**src/rtl/wb_stage_pkg.sv**
```systemverilog
// rtl/wb_stage_pkg.sv - shared pipeline encodings and helpers for the writeback stage
package wb_stage_pkg;

    localparam logic [1:0] WB_SEL_ALU  = 2'b00;
    localparam logic [1:0] WB_SEL_MEM  = 2'b01;
    localparam logic [1:0] WB_SEL_LINK = 2'b10;
    localparam logic [1:0] WB_SEL_IMM  = 2'b11;

    localparam logic [1:0] MEM_SIZE_B = 2'b00;
    localparam logic [1:0] MEM_SIZE_H = 2'b01;
    localparam logic [1:0] MEM_SIZE_W = 2'b10;
    localparam logic [1:0] MEM_SIZE_D = 2'b11;

    function automatic int clog2(input int value);
        int r;
        r = 0;
        for (int i = 0; i < 31; i++) begin
            if ((1 << i) < value) r = i + 1;
        end
        return r;
    endfunction

endpackage

```
**src/rtl/wb_stage_load_extract.sv**
```systemverilog
// rtl/wb_stage_load_extract.sv - sub-word lane selection, extension and alignment check
module load_extract
    import wb_stage_pkg::*;
#(
    parameter int DATA_W     = 32,
    parameter bit BIG_ENDIAN = 1'b1,
    localparam int NB        = DATA_W / 8,
    localparam int OFF_W     = clog2(NB)
) (
    input  logic [DATA_W-1:0] data_i,
    input  logic [OFF_W-1:0]  off_i,
    input  logic [1:0]        size_i,
    input  logic              unsigned_i,
    output logic [DATA_W-1:0] value_o,
    output logic              misalign_o
);

    logic [7:0]        lane [NB];
    logic [DATA_W-1:0] raw;
    logic [OFF_W-1:0]  idx;
    logic              sign;
    int                nbytes;

    // lane[k] is the byte at memory address base+k
    for (genvar k = 0; k < NB; k++) begin : g_lane
        if (BIG_ENDIAN) begin : g_be
            assign lane[k] = data_i[DATA_W-1-8*k -: 8];
        end else begin : g_le
            assign lane[k] = data_i[8*k +: 8];
        end
    end

    always_comb begin
        case (size_i)
            MEM_SIZE_B: nbytes = 1;
            MEM_SIZE_H: nbytes = 2;
            MEM_SIZE_W: nbytes = 4;
            default:    nbytes = NB;
        endcase

        raw = '0;
        idx = '0;
        for (int i = 0; i < NB; i++) begin
            if (i < nbytes) begin
                idx = off_i + OFF_W'(i);
                if (BIG_ENDIAN) raw = {raw[DATA_W-9:0], lane[idx]};
                else            raw[8*i +: 8] = lane[idx];
            end
        end

        case (size_i)
            MEM_SIZE_B: sign = raw[7];
            MEM_SIZE_H: sign = raw[15];
            MEM_SIZE_W: sign = raw[31];
            default:    sign = raw[DATA_W-1];
        endcase
        sign = sign & ~unsigned_i;

        value_o = '0;
        for (int b = 0; b < DATA_W; b++) begin
            value_o[b] = (b < 8 * nbytes) ? raw[b] : sign;
        end
    end

    // A dword load cannot be satisfied by a 32-bit datapath at all.
    always_comb begin
        case (size_i)
            MEM_SIZE_B: misalign_o = 1'b0;
            MEM_SIZE_H: misalign_o = off_i[0];
            MEM_SIZE_W: misalign_o = (off_i[1:0] != 2'b00);
            default:    misalign_o = (NB == 8) ? (off_i != '0) : 1'b1;
        endcase
    end

endmodule

```
**src/rtl/wb_stage.sv**
```systemverilog
// rtl/wb_stage.sv - MEM/WB pipeline latch, writeback source mux and retired-instruction counter
module wb_stage
    import wb_stage_pkg::*;
#(
    parameter int DATA_W     = 32,
    parameter int REG_AW     = 5,
    parameter int CNT_W      = 32,
    parameter bit BIG_ENDIAN = 1'b1
) (
    input  logic              clk,
    input  logic              rst_n,
    input  logic              stall_i,
    input  logic              flush_i,
    input  logic              valid_i,
    input  logic              reg_write_i,
    input  logic [1:0]        wb_sel_i,
    input  logic [1:0]        mem_size_i,
    input  logic              mem_unsigned_i,
    input  logic [REG_AW-1:0] rd_i,
    input  logic [DATA_W-1:0] alu_result_i,
    input  logic [DATA_W-1:0] read_data_i,
    input  logic [DATA_W-1:0] link_pc_i,
    input  logic [DATA_W-1:0] imm_i,
    output logic              rf_we_o,
    output logic [REG_AW-1:0] rf_waddr_o,
    output logic [DATA_W-1:0] rf_wdata_o,
    output logic              wb_valid_o,
    output logic              misalign_o,
    output logic [CNT_W-1:0]  instret_o
);

    localparam int OFF_W = clog2(DATA_W / 8);

    logic              valid_q, valid_d;
    logic              reg_write_q, reg_write_d;
    logic [1:0]        wb_sel_q, wb_sel_d;
    logic [1:0]        mem_size_q, mem_size_d;
    logic              mem_unsigned_q, mem_unsigned_d;
    logic [REG_AW-1:0] rd_q, rd_d;
    logic [DATA_W-1:0] alu_q, alu_d;
    logic [DATA_W-1:0] rdata_q, rdata_d;
    logic [DATA_W-1:0] link_q, link_d;
    logic [DATA_W-1:0] imm_q, imm_d;
    logic [CNT_W-1:0]  instret_q, instret_d;

    logic [DATA_W-1:0] load_value;
    logic              load_misalign;

    always_comb begin
        valid_d        = valid_q;
        reg_write_d    = reg_write_q;
        wb_sel_d       = wb_sel_q;
        mem_size_d     = mem_size_q;
        mem_unsigned_d = mem_unsigned_q;
        rd_d           = rd_q;
        alu_d          = alu_q;
        rdata_d        = rdata_q;
        link_d         = link_q;
        imm_d          = imm_q;
        // Flush only kills the control bits; data fields are left as-is.
        if (flush_i) begin
            valid_d     = 1'b0;
            reg_write_d = 1'b0;
        end else if (!stall_i) begin
            valid_d        = valid_i;
            reg_write_d    = reg_write_i;
            wb_sel_d       = wb_sel_i;
            mem_size_d     = mem_size_i;
            mem_unsigned_d = mem_unsigned_i;
            rd_d           = rd_i;
            alu_d          = alu_result_i;
            rdata_d        = read_data_i;
            link_d         = link_pc_i;
            imm_d          = imm_i;
        end
        instret_d = instret_q;
        if (valid_q && !stall_i && !flush_i) instret_d = instret_q + CNT_W'(1);
    end

    always_ff @(posedge clk or negedge rst_n) begin
        if (!rst_n) begin
            valid_q        <= 1'b0;
            reg_write_q    <= 1'b0;
            wb_sel_q       <= '0;
            mem_size_q     <= '0;
            mem_unsigned_q <= 1'b0;
            rd_q           <= '0;
            alu_q          <= '0;
            rdata_q        <= '0;
            link_q         <= '0;
            imm_q          <= '0;
            instret_q      <= '0;
        end else begin
            valid_q        <= valid_d;
            reg_write_q    <= reg_write_d;
            wb_sel_q       <= wb_sel_d;
            mem_size_q     <= mem_size_d;
            mem_unsigned_q <= mem_unsigned_d;
            rd_q           <= rd_d;
            alu_q          <= alu_d;
            rdata_q        <= rdata_d;
            link_q         <= link_d;
            imm_q          <= imm_d;
            instret_q      <= instret_d;
        end
    end

    load_extract #(
        .DATA_W    (DATA_W),
        .BIG_ENDIAN(BIG_ENDIAN)
    ) u_load_extract (
        .data_i    (rdata_q),
        .off_i     (alu_q[OFF_W-1:0]),
        .size_i    (mem_size_q),
        .unsigned_i(mem_unsigned_q),
        .value_o   (load_value),
        .misalign_o(load_misalign)
    );

    always_comb begin
        case (wb_sel_q)
            WB_SEL_ALU:  rf_wdata_o = alu_q;
            WB_SEL_MEM:  rf_wdata_o = load_value;
            WB_SEL_LINK: rf_wdata_o = link_q;
            default:     rf_wdata_o = imm_q;
        endcase
    end

    assign misalign_o = valid_q & (wb_sel_q == WB_SEL_MEM) & load_misalign;
    assign rf_we_o    = valid_q & reg_write_q & (rd_q != '0) & ~misalign_o;
    assign rf_waddr_o = rd_q;
    assign wb_valid_o = valid_q;
    assign instret_o  = instret_q;

endmodule

```
**config.mk**
```make
export PLATFORM = sky130hd
export DESIGN_NAME = wb_stage
export DESIGN_NICKNAME = d
export VERILOG_FILES = /design/src/rtl/wb_stage_pkg.sv /design/src/rtl/wb_stage_load_extract.sv /design/src/rtl/wb_stage.sv
export SDC_FILE = /design/constraint.sdc
export NUM_CORES = 1
export LEC_CHECK = 0
export CORE_MARGIN = 10
export CORE_UTILIZATION = 40
export CTS_CLUSTER_SIZE = 20
export DETAILED_ROUTE_END_ITERATION = 8
export PLACE_DENSITY = 0.7
export SETUP_SLACK_MARGIN = 0.15
export SYNTH_ARGS = -nofsm -noshare
export SYNTH_HDL_FRONTEND = slang
export SYNTH_SLANG_ARGS = --single-unit
```
**constraint.sdc**
```tcl
create_clock -name clk -period 8.8 [get_ports clk]
set_input_delay 0.88 -clock clk [delete_from_list [all_inputs] [get_ports clk]]
set_output_delay 0.88 -clock clk [all_outputs]
set_load 0.02 [all_outputs]
```
==> results of run 1 <==
-- worst min-delay path by stage --
| stage | startpoint | to | slack [ps] | cells after the start |
|---|---|---|---|---|
| floorplan | imm_q[0]$_DFFE_PN0P_ | imm_q[0]$_DFFE_PN0P_ | 470 | 1 |
| global placement | instret_o[31]$_DFFE_PN0P_ | instret_o[31]$_DFFE_PN0P_ | 460 | 1 |
| detailed placement | instret_o[31]$_DFFE_PN0P_ | instret_o[31]$_DFFE_PN0P_ | 460 | 1 |
| CTS | rst_n | instret_o[0]$_DFFE_PN0P_ | 460 | 1 |
| global route | rst_n | instret_o[0]$_DFFE_PN0P_ | 480 | 1 |
| finish | rst_n | instret_o[0]$_DFFE_PN0P_ | 430 | 1 |
-- stage by stage --
step / cell area (µm²) / worst slack [ps] / cells / total power, mW
final: 12200 / 2970 / 1245 / 2.59
after global routing: 12200 / 2730 / 1245 / 2.72
after CTS: 12200 / 2980 / 1244 / 2.61
after detailed placement: 11600 / 3460 / 1212 / 1.86
after global placement: 11600 / 3530 / 1212 / 1.85
after floorplan: 9230 / 4730 / 750 / 1.51
-- flip-flops by register name, summed over array words and instances (netlist names) --
signal          cells
alu_q              32
imm_q              32
instret_o          32
link_q             32
rdata_q            32
rf_waddr_o          5
mem_size_q          2
wb_sel_q            2
mem_unsigned_q      1
reg_write_q         1
wb_valid_o          1
-- layer usage --
layer,vias up,routed length (µm),track usage [%],part of all wire (%)
met5,-,0,0,0
met4,0,533,5.66,2.0
met3,30,1450,3.94,5.4
met2,203,13300,29.6,49
met1,3483,11600,23.5,43
li1,3184,-,-,-
-- logic make-up (layout without fill, tap and decap cells) --
| logic type | after synthesis | after routing | synth area share [%] |
|---|---|---|---|
| AO/OA/AOI/OAI | 110 | 110 | 7.94 |
| multiplexers | 227 | 227 | 32.1 |
| buffers and inverters | 61 | 270 | 2.76 |
| XOR/XNOR | 31 | 31 | 2.94 |
| AND/OR/NAND/NOR | 146 | 146 | 7.26 |
| adder cells (fa/ha/maj) | 3 | 3 | 0.407 |
| flip-flops | 172 | 172 | 46.6 |
| other | 0 | 1 | 0 |
-- synth_stat cells (10+ instances only) --
library cell / n
sky130_fd_sc_hd__mux2_2: 180
sky130_fd_sc_hd__xnor2_1: 10
sky130_fd_sc_hd__nand3_1: 11
sky130_fd_sc_hd__a22oi_1: 14
sky130_fd_sc_hd__a21oi_1: 11
sky130_fd_sc_hd__clkbuf_1: 35
sky130_fd_sc_hd__inv_1: 12
sky130_fd_sc_hd__o21ai_0: 32
sky130_fd_sc_hd__mux2i_1: 10
sky130_fd_sc_hd__mux4_2: 37
sky130_fd_sc_hd__dfrtp_1: 172
sky130_fd_sc_hd__nand2_1: 55
sky130_fd_sc_hd__nor3_1: 11
sky130_fd_sc_hd__nor2_1: 39
sky130_fd_sc_hd__xor2_1: 21
-- power by group through the flow --
stage / combinational [mW] / clock, mW / sequential (mW)
floorplan: 0.543 / 0 / 0.970
global placement: 0.867 / 0 / 0.984
detailed placement: 0.874 / 0 / 0.990
CTS: 0.879 / 0.760 / 0.975
global route: 0.937 / 0.794 / 0.992
finish: 0.872 / 0.744 / 0.976
-- final cells by class --
| class | count | area [µm²] |
|---|---|---|
| fill | 1971 | 10500 |
| sequential | 172 | 4310 |
| inverter | 14 | 52.6 |
| multi-input combinational | 517 | 4680 |
| antenna | 1 | 2.50 |
| tap | 285 | 357 |
| timing repair buffer | 224 | 2220 |
| clock buffer | 24 | 502 |
| clock inverter | 8 | 81.3 |
-- worst max-delay path, cell delays in order, from the launching register on --
cell	delay (ps)
sky130_fd_sc_hd__dfrtp_1	340
sky130_fd_sc_hd__buf_4	440
sky130_fd_sc_hd__inv_2	220
sky130_fd_sc_hd__ha_1	960
sky130_fd_sc_hd__mux2_2	420
sky130_fd_sc_hd__mux4_2	560
sky130_fd_sc_hd__o31a_1	440
sky130_fd_sc_hd__a221oi_1	480
sky130_fd_sc_hd__a21oi_1	80
sky130_fd_sc_hd__clkdlybuf4s50_1	580
==> results.txt, run 1 <==
The worst IR drop on VDD came out at 0.130 mV. In this run the count of I/O pins placed on the die edge is 216. The biggest fanout along the worst timing path came out at 32. The number of global-route vias before repair came out at 7,051. Setup repair after global routing left no endpoint under its margin. Dividing the detail-routed wire length by the instance count gives 21.6 µm. The half-perimeter wire length after detailed placement is 19,900 µm.

Ranked by total cell area, the synthesized netlist is headed by sky130_fd_sc_hd__dfrtp_1, sky130_fd_sc_hd__mux2_2, sky130_fd_sc_hd__mux4_2, sky130_fd_sc_hd__nand2_1, sky130_fd_sc_hd__xor2_1. The number of pins with negative max-slew slack in the final report is 0. The clock net in this run drives a total of 172 sinks. The actual slew at the worst max-slew pin came out at 1080 ps.

The sequential group share of total power came out at 37.6%. The count of vias placed by the detailed router came out at 6,900. For this block, the initial DRC count from the detailed router was 613.

The async set or reset register ratio after synthesis came out at 100%. The pin count of the biggest net entering global routing is 82. The count of synthesis-stage warnings from yosys is 0. In this run, distinct cell masters in the synthesized netlist total 49. The register clock-pin slew on the reported worst setup and hold paths came out at 70 ps. TritonCTS built the clock tree. The final layout net count is 1,093.

Of all cell types, the one taking the most synthesized area is sky130_fd_sc_hd__dfrtp_1. The antenna violation net count after detailed routing came out at 0. The global placer's final weighted congestion is 0.889.

Based on the critical path, the design can be clocked at up to 171 MHz. Row generation in the floorplan step produced 55 rows. The share of synthesized area in the top cell type comes to 46.6%.

The buffers inserted during post-CTS setup optimization is 0. Hold repair after CTS inserted 0 buffers. In this run the power density over the cells is 212 nW/µm². TritonCTS created 17 clock buffers. The global-route wire length before repair is 41,100 µm.

A synthesized cell averages 12.3 µm². The share of power burned in the clock network is 28.7%. The buffer type at the clock tree root is sky130_fd_sc_hd__clkbuf_16. The power spent charging and discharging nets came out at 0.826 mW. The setup skew after layout is 7.04 ps.

The effective utilization at floorplan came out at 40.7%. Data arrives at the worst endpoint at 4950 ps. The final clock period utilization by the worst path is 66.3%. Data on the critical path is required at its endpoint by 7920 ps. Across all hold checks on the routed design, the worst slack comes to 434 ps. The top cell types in the final layout, fill and taps aside, are sky130_fd_sc_hd__clkdlybuf4s50_1, sky130_fd_sc_hd__mux2_2, sky130_fd_sc_hd__dfrtp_1. Using the TritonRoute via totals, the vias-per-cell ratio works out to 5.54. The number of enable-type register cells in the synthesized netlist came out at 0. The die height came out at 172 µm. The sum of negative setup slack came out at 0 ps. The synthesized area is 9230 µm². The leakage power of the design is 4.91 nW.

The combinational fraction of design power came out at 33.7%. The number of nets handed over by synthesis was 897. The clock passes through at most 2 buffers. Post-CTS repair changed the size of 0 cells. The total length of routed wires came out at 26,900 µm. The register-to-register path setup slack came out at 6480 ps.

The number of iterations in the first detailed-routing pass came out at 5. The initial antenna violation count is 1. The flop and latch count out of synthesis came out at 172. The endpoint of the worst register-to-register path is instret_o[26]$_DFFE_PN0P_. The maximum level of the CTS H-tree came out at 4.

The tightest min-delay check is of the input port to async pin type. The count of endpoints failing hold in the final timing report came out at 0. The DRC violation count after routing is 0. The number of violations of the max-capacitance limit came out at 0.

Internal power comes to 1.77 mW. Tracing the worst setup path back leads to its startpoint at alu_q[0]$_DFFE_PN0P_. Setup violations remaining at the end of the flow were counted as 0. The post-layout utilization of the core is 53.7%. The minimum period implied by the final worst setup slack is 5830 ps. The launch instance of the worst register-to-register path is wb_valid_o$_DFFE_PN0P_. The floorplan step defined a die boundary enclosing 29,600 µm². The core footprint is 22,700 µm². The port buffer count came out at 215. STA classifies the critical path startpoint as a register.

The run finished with clean final reports. The worst-skew pair later-pin latency came out at 430 ps. Following the worst setup path forward leads to its endpoint at rf_wdata_o[23]. The ratio of cells with drive above 1 in the final layout is 27.9%. The horizontal die dimension is 172 µm. The critical path capture point type is an output port. Synthesis handed over a netlist of 750 instances.

The library cell used most frequently in the layout, excluding fill and tap cells, is sky130_fd_sc_hd__clkdlybuf4s50_1. The share of the Yosys chip area taken by registers is 46.6%. The signed area change from the synthesized netlist to the final layout came out at 32.2%. The relative slew slack is 28.3%. The fraction of power spent switching nets came out at 31.9%. The cell depth of the worst flop-to-flop path came out at 5. The global-route total usage across every layer is 18.1%. The global route total overflow came out at 0. By startpoint and endpoint, the worst setup path is classified as register to output port. The commonest register cell after synthesis is sky130_fd_sc_hd__dfrtp_1.
No activity file was read; power rests on OpenSTA's default activity.
==> inputs of run 2 (changes only) <==
--- a/config.mk
+++ b/config.mk
@@ -9,7 +9,7 @@
 export CORE_UTILIZATION = 40
 export CTS_CLUSTER_SIZE = 20
 export DETAILED_ROUTE_END_ITERATION = 8
-export PLACE_DENSITY = 0.7
+export PLACE_DENSITY = 0.73
 export SETUP_SLACK_MARGIN = 0.15
 export SYNTH_ARGS = -nofsm -noshare
 export SYNTH_HDL_FRONTEND = slang
==> constraint.sdc (replaced) <==
create_clock -name clk -period 4.7 [get_ports clk]
set_input_delay 0.47 -clock clk [delete_from_list [all_inputs] [get_ports clk]]
set_output_delay 0.47 -clock clk [all_outputs]
set_load 0.02 [all_outputs]
==> run 2 against run 1 <==
Design area rose by 0.91%. Worst hold slack got worse by 320 ps. Sequential cell count did not move. Core utilization rose by 0.49 points. Global-route usage rose by 0.27 points. Non-clock buffer count rose by 4. Clock-buffer cell count fell by 1. Clock skew fell by 0.81 ps. First-iteration DRC count fell by 11%. Via count rose by 0.19%. Critical path depth did not move. Sequential share of layout area fell by 0.32 points.
==> results.txt, run 2 (synthesized netlist as in run 1, its figures left out) <==
The worst setup path is launched from a register. The global route total overflow is 0. The total length of routed wires is 27,200 µm. The port buffer count is 215. The fraction of met1 tracks used by global routing came out at 24.2%. Combinational cells account for 33.4% of the total power.

The timing startpoint of the critical path is alu_q[0]$_DFFE_PN0P_. Cell internal power was estimated by the tool at 3.38 mW. Entering global routing, the biggest net connects 93 pins.

The detailed router placed 6,913 vias in this run. The number of iterations in the first detailed-routing pass came out at 5. Based on the critical path, the design can be clocked at up to 231 MHz. TritonCTS built the clock tree. The count of endpoints failing setup in the final report is 0. Leaving out fill and tap cells, the most frequent cell in the layout is sky130_fd_sc_hd__clkdlybuf4s50_1. The sequential group share of total power came out at 37.3%. The count of endpoints failing hold in the final timing report came out at 0. After global routing, the most crowded layer is met2. The initial antenna violation count is 4.

In the layout the commonest cells are sky130_fd_sc_hd__clkdlybuf4s50_1, sky130_fd_sc_hd__mux2_2, sky130_fd_sc_hd__dfrtp_1. Clock tree synthesis inserted a total of 17 buffers. The number of global-route vias before repair is 7,190.

The register clock-pin slew on the reported worst setup and hold paths came out at 60 ps. Of the total power, the share spent switching nets is 31.6%. Cells with a size suffix above 1 make up 28.8% of the layout.

The H-tree was split into 4 levels. The post-layout worst setup margin came out at 363 ps. The count of nets left with antenna violations once routing finished came out at 0. The number of violations of the max-capacitance limit is 0. The average wire per standard cell is 21.8 µm.

The number of vias per cell came out at 5.53. The startpoint identified for the worst register-to-register timing path is wb_valid_o$_DFFE_PN0P_. The data required time at the worst endpoint came out at 4230 ps. The buffer type at the clock tree root is sky130_fd_sc_hd__clkbuf_16. The maximum clock path buffer count is 2. The number of pins with negative max-slew slack in the final report came to 0.

For the worst setup path, the data arrival time is 3870 ps. The setup skew after layout is 6.23 ps. The global placer's final weighted congestion is 0.913. The flow ran to the end, and the final reports show no timing, DRC or antenna violations. The DRC violation count after routing is 0. The area of the die is 29,600 µm². The first-iteration detailed-routing DRC count came out at 548.

From left edge to right edge, the die measures 172 µm. The global-route wire length before repair came out at 42,100 µm. The I/O pin total came out at 216. The analysis attributes to cell leakage a power of 4.95 nW. Global routing used 4.54% of the available met3 tracks. The worst IR drop on VDD came out at 0.230 mV. The post-layout utilization of the core came out at 54.2%. Setup repair after global routing left no endpoint under its margin. The register area is 4310 µm². The global-route total usage across every layer came out at 18.4%. The sum of negative setup slack is 0 ps. For the pin with the worst max-slew slack, the measured transition is 968 ps. The total power divided by cell area is 401 nW/µm². The minimum period implied by the final worst setup slack is 4340 ps.

The worst hold path belongs to the class input port to async pin. The effective utilization at floorplan came out at 40.7%. The later pin in the worst-skew pair is clocked with a latency of 420 ps.

The number of fill cells is 1,915. The final layout net count is 1,097. The clock drives 172 sinks.

The global routing met2 resource utilization came out at 29.0%. The relative slew slack came out at 35.3%. The biggest fanout along the worst timing path came out at 12. The worst setup path is of the register to output port kind. The power spent charging and discharging nets came out at 1.56 mW. The setup slack at placement is 580 ps. From bottom edge to top edge, the die measures 172 µm. The half-perimeter wire length after detailed placement is 20,400 µm.

The multi-input combinational cell area came out at 4700 µm². The core footprint came out at 22,700 µm². The share of power burned in the clock network is 29.3%. The worst setup path is captured at an output port. Dividing the final minimum period by the clock period gives 92.3%. Row generation in the floorplan step produced 55 rows.

The signed area change from the synthesized netlist to the final layout came out at 33.4%.
-- run 2: power groups by stage --
| stage | sequential (mW) | clock (mW) | combinational (mW) |
|---|---|---|---|
| 6_report | 1.84 | 1.45 | 1.65 |
| 5_1_grt | 1.87 | 1.54 | 1.78 |
| 4_1_cts | 1.84 | 1.48 | 1.65 |
| 3_5_place_dp | 1.87 | 0 | 1.64 |
| 3_3_place_gp | 1.86 | 0 | 1.63 |
| 2_1_floorplan | 1.82 | 0 | 1.02 |
-- run 2: final cells by class --
class | instances | share of cell area (%)
Inverter | 14 | 0.427
Tap cell | 285 | 2.90
Multi-Input combinational cell | 517 | 38.2
Clock buffer | 23 | 4.04
Antenna cell | 4 | 0.0813
Clock inverter | 8 | 0.874
Sequential cell | 172 | 35.0
Timing Repair Buffer | 228 | 18.5
-- run 2: critical path, cell delays in order (launching register included) --
cell,delay [ps]
sky130_fd_sc_hd__dfrtp_1,360
sky130_fd_sc_hd__inv_2,100
sky130_fd_sc_hd__ha_2,500
sky130_fd_sc_hd__buf_4,270
sky130_fd_sc_hd__mux4_2,560
sky130_fd_sc_hd__mux2_2,310
sky130_fd_sc_hd__a221o_1,380
sky130_fd_sc_hd__a222oi_1,310
sky130_fd_sc_hd__inv_1,100
sky130_fd_sc_hd__clkdlybuf4s50_1,560
-- run 2: per-layer routing --
layer / vias up / routed length [µm]
met5: - / 0
met2: 206 / 13400
li1: 3192 / -
met1: 3492 / 11700
met3: 23 / 1670
met4: 0 / 442
-- run 2: final timing paths --
| kind | endpoint | slack, ps | cells after the start |
|---|---|---|---|
| worst max-delay path | rf_wdata_o[18] | 360 | 9 |
| worst min-delay path | instret_o[0]$_DFFE_PN0P_ | 110 | 1 |
| worst max register to register | instret_o[30]$_DFFE_PN0P_ | 2280 | 5 |
| worst min register to register | instret_o[31]$_DFFE_PN0P_ | 480 | 1 |
| max in group asynchronous | alu_q[6]$_DFFE_PN0P_ | 3620 | 2 |
| min in group clk | instret_o[31]$_DFFE_PN0P_ | 480 | 1 |
-- run 2: timing repair --
item / CTS / global route
setup buffers: 0 / 0
endpoints found under the hold margin: 0 / 0
resized for setup: 2 / 4
setup endpoints to repair: 7 / 15
hold buffers: 0 / 0
-- run 2: stage by stage --
| step | hold slack [ps] | instance area, µm² | std cells | total power, mW |
|---|---|---|---|---|
| final | 112 | 12300 | 1251 | 4.94 |
| after global routing | 162 | 12300 | 1251 | 5.19 |
| after CTS | 147 | 12300 | 1247 | 4.98 |
| after detailed placement | 462 | 11700 | 1216 | 3.51 |
| after global placement | 456 | 11700 | 1216 | 3.49 |
| after floorplan | 174 | 9230 | 750 | 2.83 |
==> inputs of run 3 (changes only) <==
--- a/config.mk
+++ b/config.mk
@@ -5,6 +5,7 @@
 export SDC_FILE = /design/constraint.sdc
 export NUM_CORES = 1
 export LEC_CHECK = 0
+export ABC_AREA = 1
 export CORE_MARGIN = 10
 export CORE_UTILIZATION = 40
 export CTS_CLUSTER_SIZE = 20
==> run 3 against run 2 <==
Total power shrank 4.2%. Sequential power shrank 5%. Worst hold slack lost 93 ps. Setup slack gained 160 ps.
==> results.txt, run 3 <==
Cells fill 54.5% of the core in the end. The total power divided by cell area came out at 395 nW/µm². The register clock-pin slew on the reported worst setup and hold paths is 70 ps. The relative slew slack came out at 39.5%. Counting along the longest clock path gives a buffer depth of 2. The count of endpoints failing setup in the final report came out at 0.

The mean instance size in the synthesized netlist is 7.37 µm². The antenna violation net count after detailed routing came out at 0. By area, the combinational part of the netlist is dominated by simple AND/OR/NAND/NOR gates. In the layout the commonest cells are sky130_fd_sc_hd__nand2_1, sky130_fd_sc_hd__clkdlybuf4s50_1, sky130_fd_sc_hd__dfrtp_1. In the finished design, the share of the clock period the worst path needs comes to 88.9%. In this run switching power makes up 35.3% of total power.

The leakage power of the design came out at 5.67 nW. The number of enable-type register cells in the synthesized netlist is 0. The worst-skew pair later-pin latency came out at 430 ps. The routed design could run at a clock period as short as 4180 ps. Traced cell by cell, the critical path runs through nor2_2 -> buf_4 -> inv_2 -> ha_1 -> buf_4 -> nand3_1 -> nand3_1 -> nand3_1 -> nand2_1 -> nand2_1 -> nand2_2 -> nand3_1 -> a21oi_1 -> clkdlybuf4s50_1. The post-cts sizing count is 0. The buffer type at the clock tree root is sky130_fd_sc_hd__clkbuf_16. The clock network is responsible for 31.6% of the overall power. The number of global-route vias before repair came to 8,445.

The total clock sinks came out at 172. The average wire per standard cell is 17.6 µm. The combinational fraction of design power came out at 31.6%. The signed area change from the synthesized netlist to the final layout came out at 33.6%. STA classifies the critical path endpoint as an output port. The actual slew at the worst max-slew pin is 902 ps. The maximum achievable frequency is 239 MHz. Among all flip-flop cells after synthesis, the most frequent one is sky130_fd_sc_hd__dfrtp_1. The global-route wire length before repair is 47,000 µm. The flop and latch count out of synthesis is 172.

The HPWL after detailed placement is 22,000 µm. The CTS tree is yes. On the final layout, the worst clock skew is 9.07 ps. The worst IR drop on VDD came out at 0.246 mV. The synthesized-area fraction occupied by ao, oa, aoi and oai cells came out at 11.3%. The number of iterations in the first detailed-routing pass is 6. The net count after synthesis is 1,363. Data on the critical path arrives at its endpoint at 3710 ps. The core footprint came out at 22,000 µm². The I/O pin total is 216. The area share of and/or/nand/nor cells after synthesis is 31.6%. The initial antenna violation count came out at 2. The commonest cells after synthesis are sky130_fd_sc_hd__nand2_1, sky130_fd_sc_hd__dfrtp_1, sky130_fd_sc_hd__o21ai_0. The flow ran to the end, and the final reports show no timing, DRC or antenna violations.

The count of vias placed by the detailed router is 8,641. The global placer's final weighted congestion came out at 0.899. The sum of negative setup slack is 0 ps. Summed over all nets, the switching power comes to 1.67 mW. The number of pins with negative max-slew slack in the final report came out at 0. For this design, the slowest cell found on the critical path is sky130_fd_sc_hd__clkdlybuf4s50_1. The distinct cell type count of the synthesized netlist is 31.

The stage delay of the slowest cell on the critical path is 660 ps. The number of violations of the max-capacitance limit is 0. Yosys printed 0 warnings.

The buffers inserted during post-CTS setup optimization came out at 0. The sum of internal, switching and leakage power is 4.74 mW. The count of endpoints failing hold in the final timing report came out at 0. The sequential share of the synthesized area is 48.0%. The synthesized instance count is 1,216. Among all cell types in the netlist, the one instantiated most often is sky130_fd_sc_hd__nand2_1. The cell that appears most often on the critical path is sky130_fd_sc_hd__nand3_1.

The post-synthesis xor/xnor area fraction came out at 2.93%. The worst hold path class is input port to async pin. The total length of routed wires came out at 29,800 µm. The maximum level of the CTS H-tree is 4. In the final design database the tool counted 1,548 nets. The number of vias per cell is 5.10. The die height is 170 µm.

The initial utilization of the core area, before any placement, comes to 40.8%. The synthesized design spends more area on one cell type than any other, namely sky130_fd_sc_hd__dfrtp_1. The pin count of the biggest net entering global routing is 107. The async set or reset register ratio after synthesis is 100%. STA puts the critical path data required time at 4230 ps. The internal portion of total power came out at 3.06 mW. After the first detailed-routing iteration, the DRC count stood at 756.

Setup repair after global routing left no endpoint under its margin. Of the post-synthesis cell area, the part taken by muxes is 0.126%. The port buffer count came out at 215.

The critical path class is register to output port. STA classifies the critical path startpoint as a register. Registers are responsible for 36.8% of the overall power.

The area of the die is 28,800 µm². The biggest fanout along the worst timing path came out at 32. The number of buffers inserted by hold repair at cts came out at 0. The post-synthesis share of cell area spent on full adders, half adders and majority gates is 0.419%.

Yosys attributes the largest share of cell area to sky130_fd_sc_hd__dfrtp_1, sky130_fd_sc_hd__nand2_1, sky130_fd_sc_hd__o21ai_0, sky130_fd_sc_hd__nand3_1, sky130_fd_sc_hd__a21oi_1. The standard-cell row count is 54. The horizontal die dimension is 170 µm. The TritonCTS buffer count is 17. The commonest non-fill, non-tap cell in the layout is sky130_fd_sc_hd__nand2_1.

The global-route total usage across every layer came out at 20.4%. The synthesized area came out at 8970 µm². The kind of cell adding the most delay to the critical path is buffers and inverters.

The ratio of cells with drive above 1 in the final layout came out at 5.52%. After synthesis, the largest area contributor takes up 48.0% of total cell area. The number of buffer and inverter instances along the worst setup path came out at 4.

After global routing the overflow that remains totals 0. For this run, design rule violations remaining after detail routing come to 0.
## run 3: changes by cell type after synthesis, sizes merged, moves of 14 or more
cell | before | now
nand2 | 55 | 534
mux2 | 180 | 1
o21ai | 35 | 105
nand3 | 11 | 67
inv | 14 | 65
a21oi | 11 | 52
mux4 | 37 | 0
clkbuf | 35 | 59
nor2 | 40 | 60
a22oi | 14 | 0
## run 3: kinds of logic after synthesis
logic type	after synthesis
AND/OR/NAND/NOR	692
AO/OA/AOI/OAI	184
flip-flops	172
XOR/XNOR	30
adder cells (fa/ha/maj)	3
buffers and inverters	134
multiplexers	1
## run 3: power by group through the flow
stage | sequential [mW] | combinational (mW) | clock [mW]
finish | 1.74 | 1.49 | 1.50
global route | 1.76 | 1.65 | 1.59
CTS | 1.74 | 1.49 | 1.52
detailed placement | 1.77 | 1.48 | 0
global placement | 1.76 | 1.48 | 0
floorplan | 1.76 | 0.832 | 0
## run 3: worst paths after layout
kind                                      startpoint                        end  slack (ps)  cells after the start
max                        mem_size_q[1]$_DFFE_PN0P_             rf_wdata_o[31]         520                     14
min                                            rst_n  instret_o[15]$_DFFE_PN0P_          20                      1
max reg2reg                 instret_o[0]$_DFFE_PN0P_  instret_o[26]$_DFFE_PN0P_        2610                      9
min reg2reg                    imm_q[10]$_DFFE_PN0P_      imm_q[10]$_DFFE_PN0P_         470                      2
max in group asynchronous                      rst_n     link_q[15]$_DFFE_PN0P_        3650                      2
min in group clk               imm_q[10]$_DFFE_PN0P_      imm_q[10]$_DFFE_PN0P_         470                      2
## run 3: cell type report
type                    instances  area [µm²]
diodes                          2        5.00
clock buffers                  17         425
clock inverters                14         184
fillers                      2039        9980
inverters                      68         255
multi-input cells             910        4160
flip-flops and latches        172        4300
well taps                     280         350
repair buffers                232        2290
## run 3: metal layers
layer	up-vias	wire length [µm]	track usage (%)
met1	4048	13700	27.6
met5	-	0	0
met4	0	381	5.57
met2	300	13400	31.6
met3	22	2290	5.54
li1	4271	-	-
## run 3: per-stage QoR
step           area (µm²)  hold slack (ps)  worst slack, ps  std cells
5_1_grt             12000             45.8              192       1694
6_report            12000             19.1              520       1695
3_5_place_dp        11400              459              998       1662
2_1_floorplan        8970              174             1640       1216
3_3_place_gp        11400              453             1070       1662
4_1_cts             12000             36.0              507       1693
## run 3: worst register-to-register path: stages, from the launching register on
cell and delay (ps):
sky130_fd_sc_hd__dfrtp_1 420, sky130_fd_sc_hd__ha_1 190, sky130_fd_sc_hd__nand3_2 120, sky130_fd_sc_hd__nor2_1 200
sky130_fd_sc_hd__nand4_1 190, sky130_fd_sc_hd__nor2_1 140, sky130_fd_sc_hd__nand2_1 130, sky130_fd_sc_hd__nor3b_2 250
sky130_fd_sc_hd__nand4_1 160, sky130_fd_sc_hd__xor2_1 180
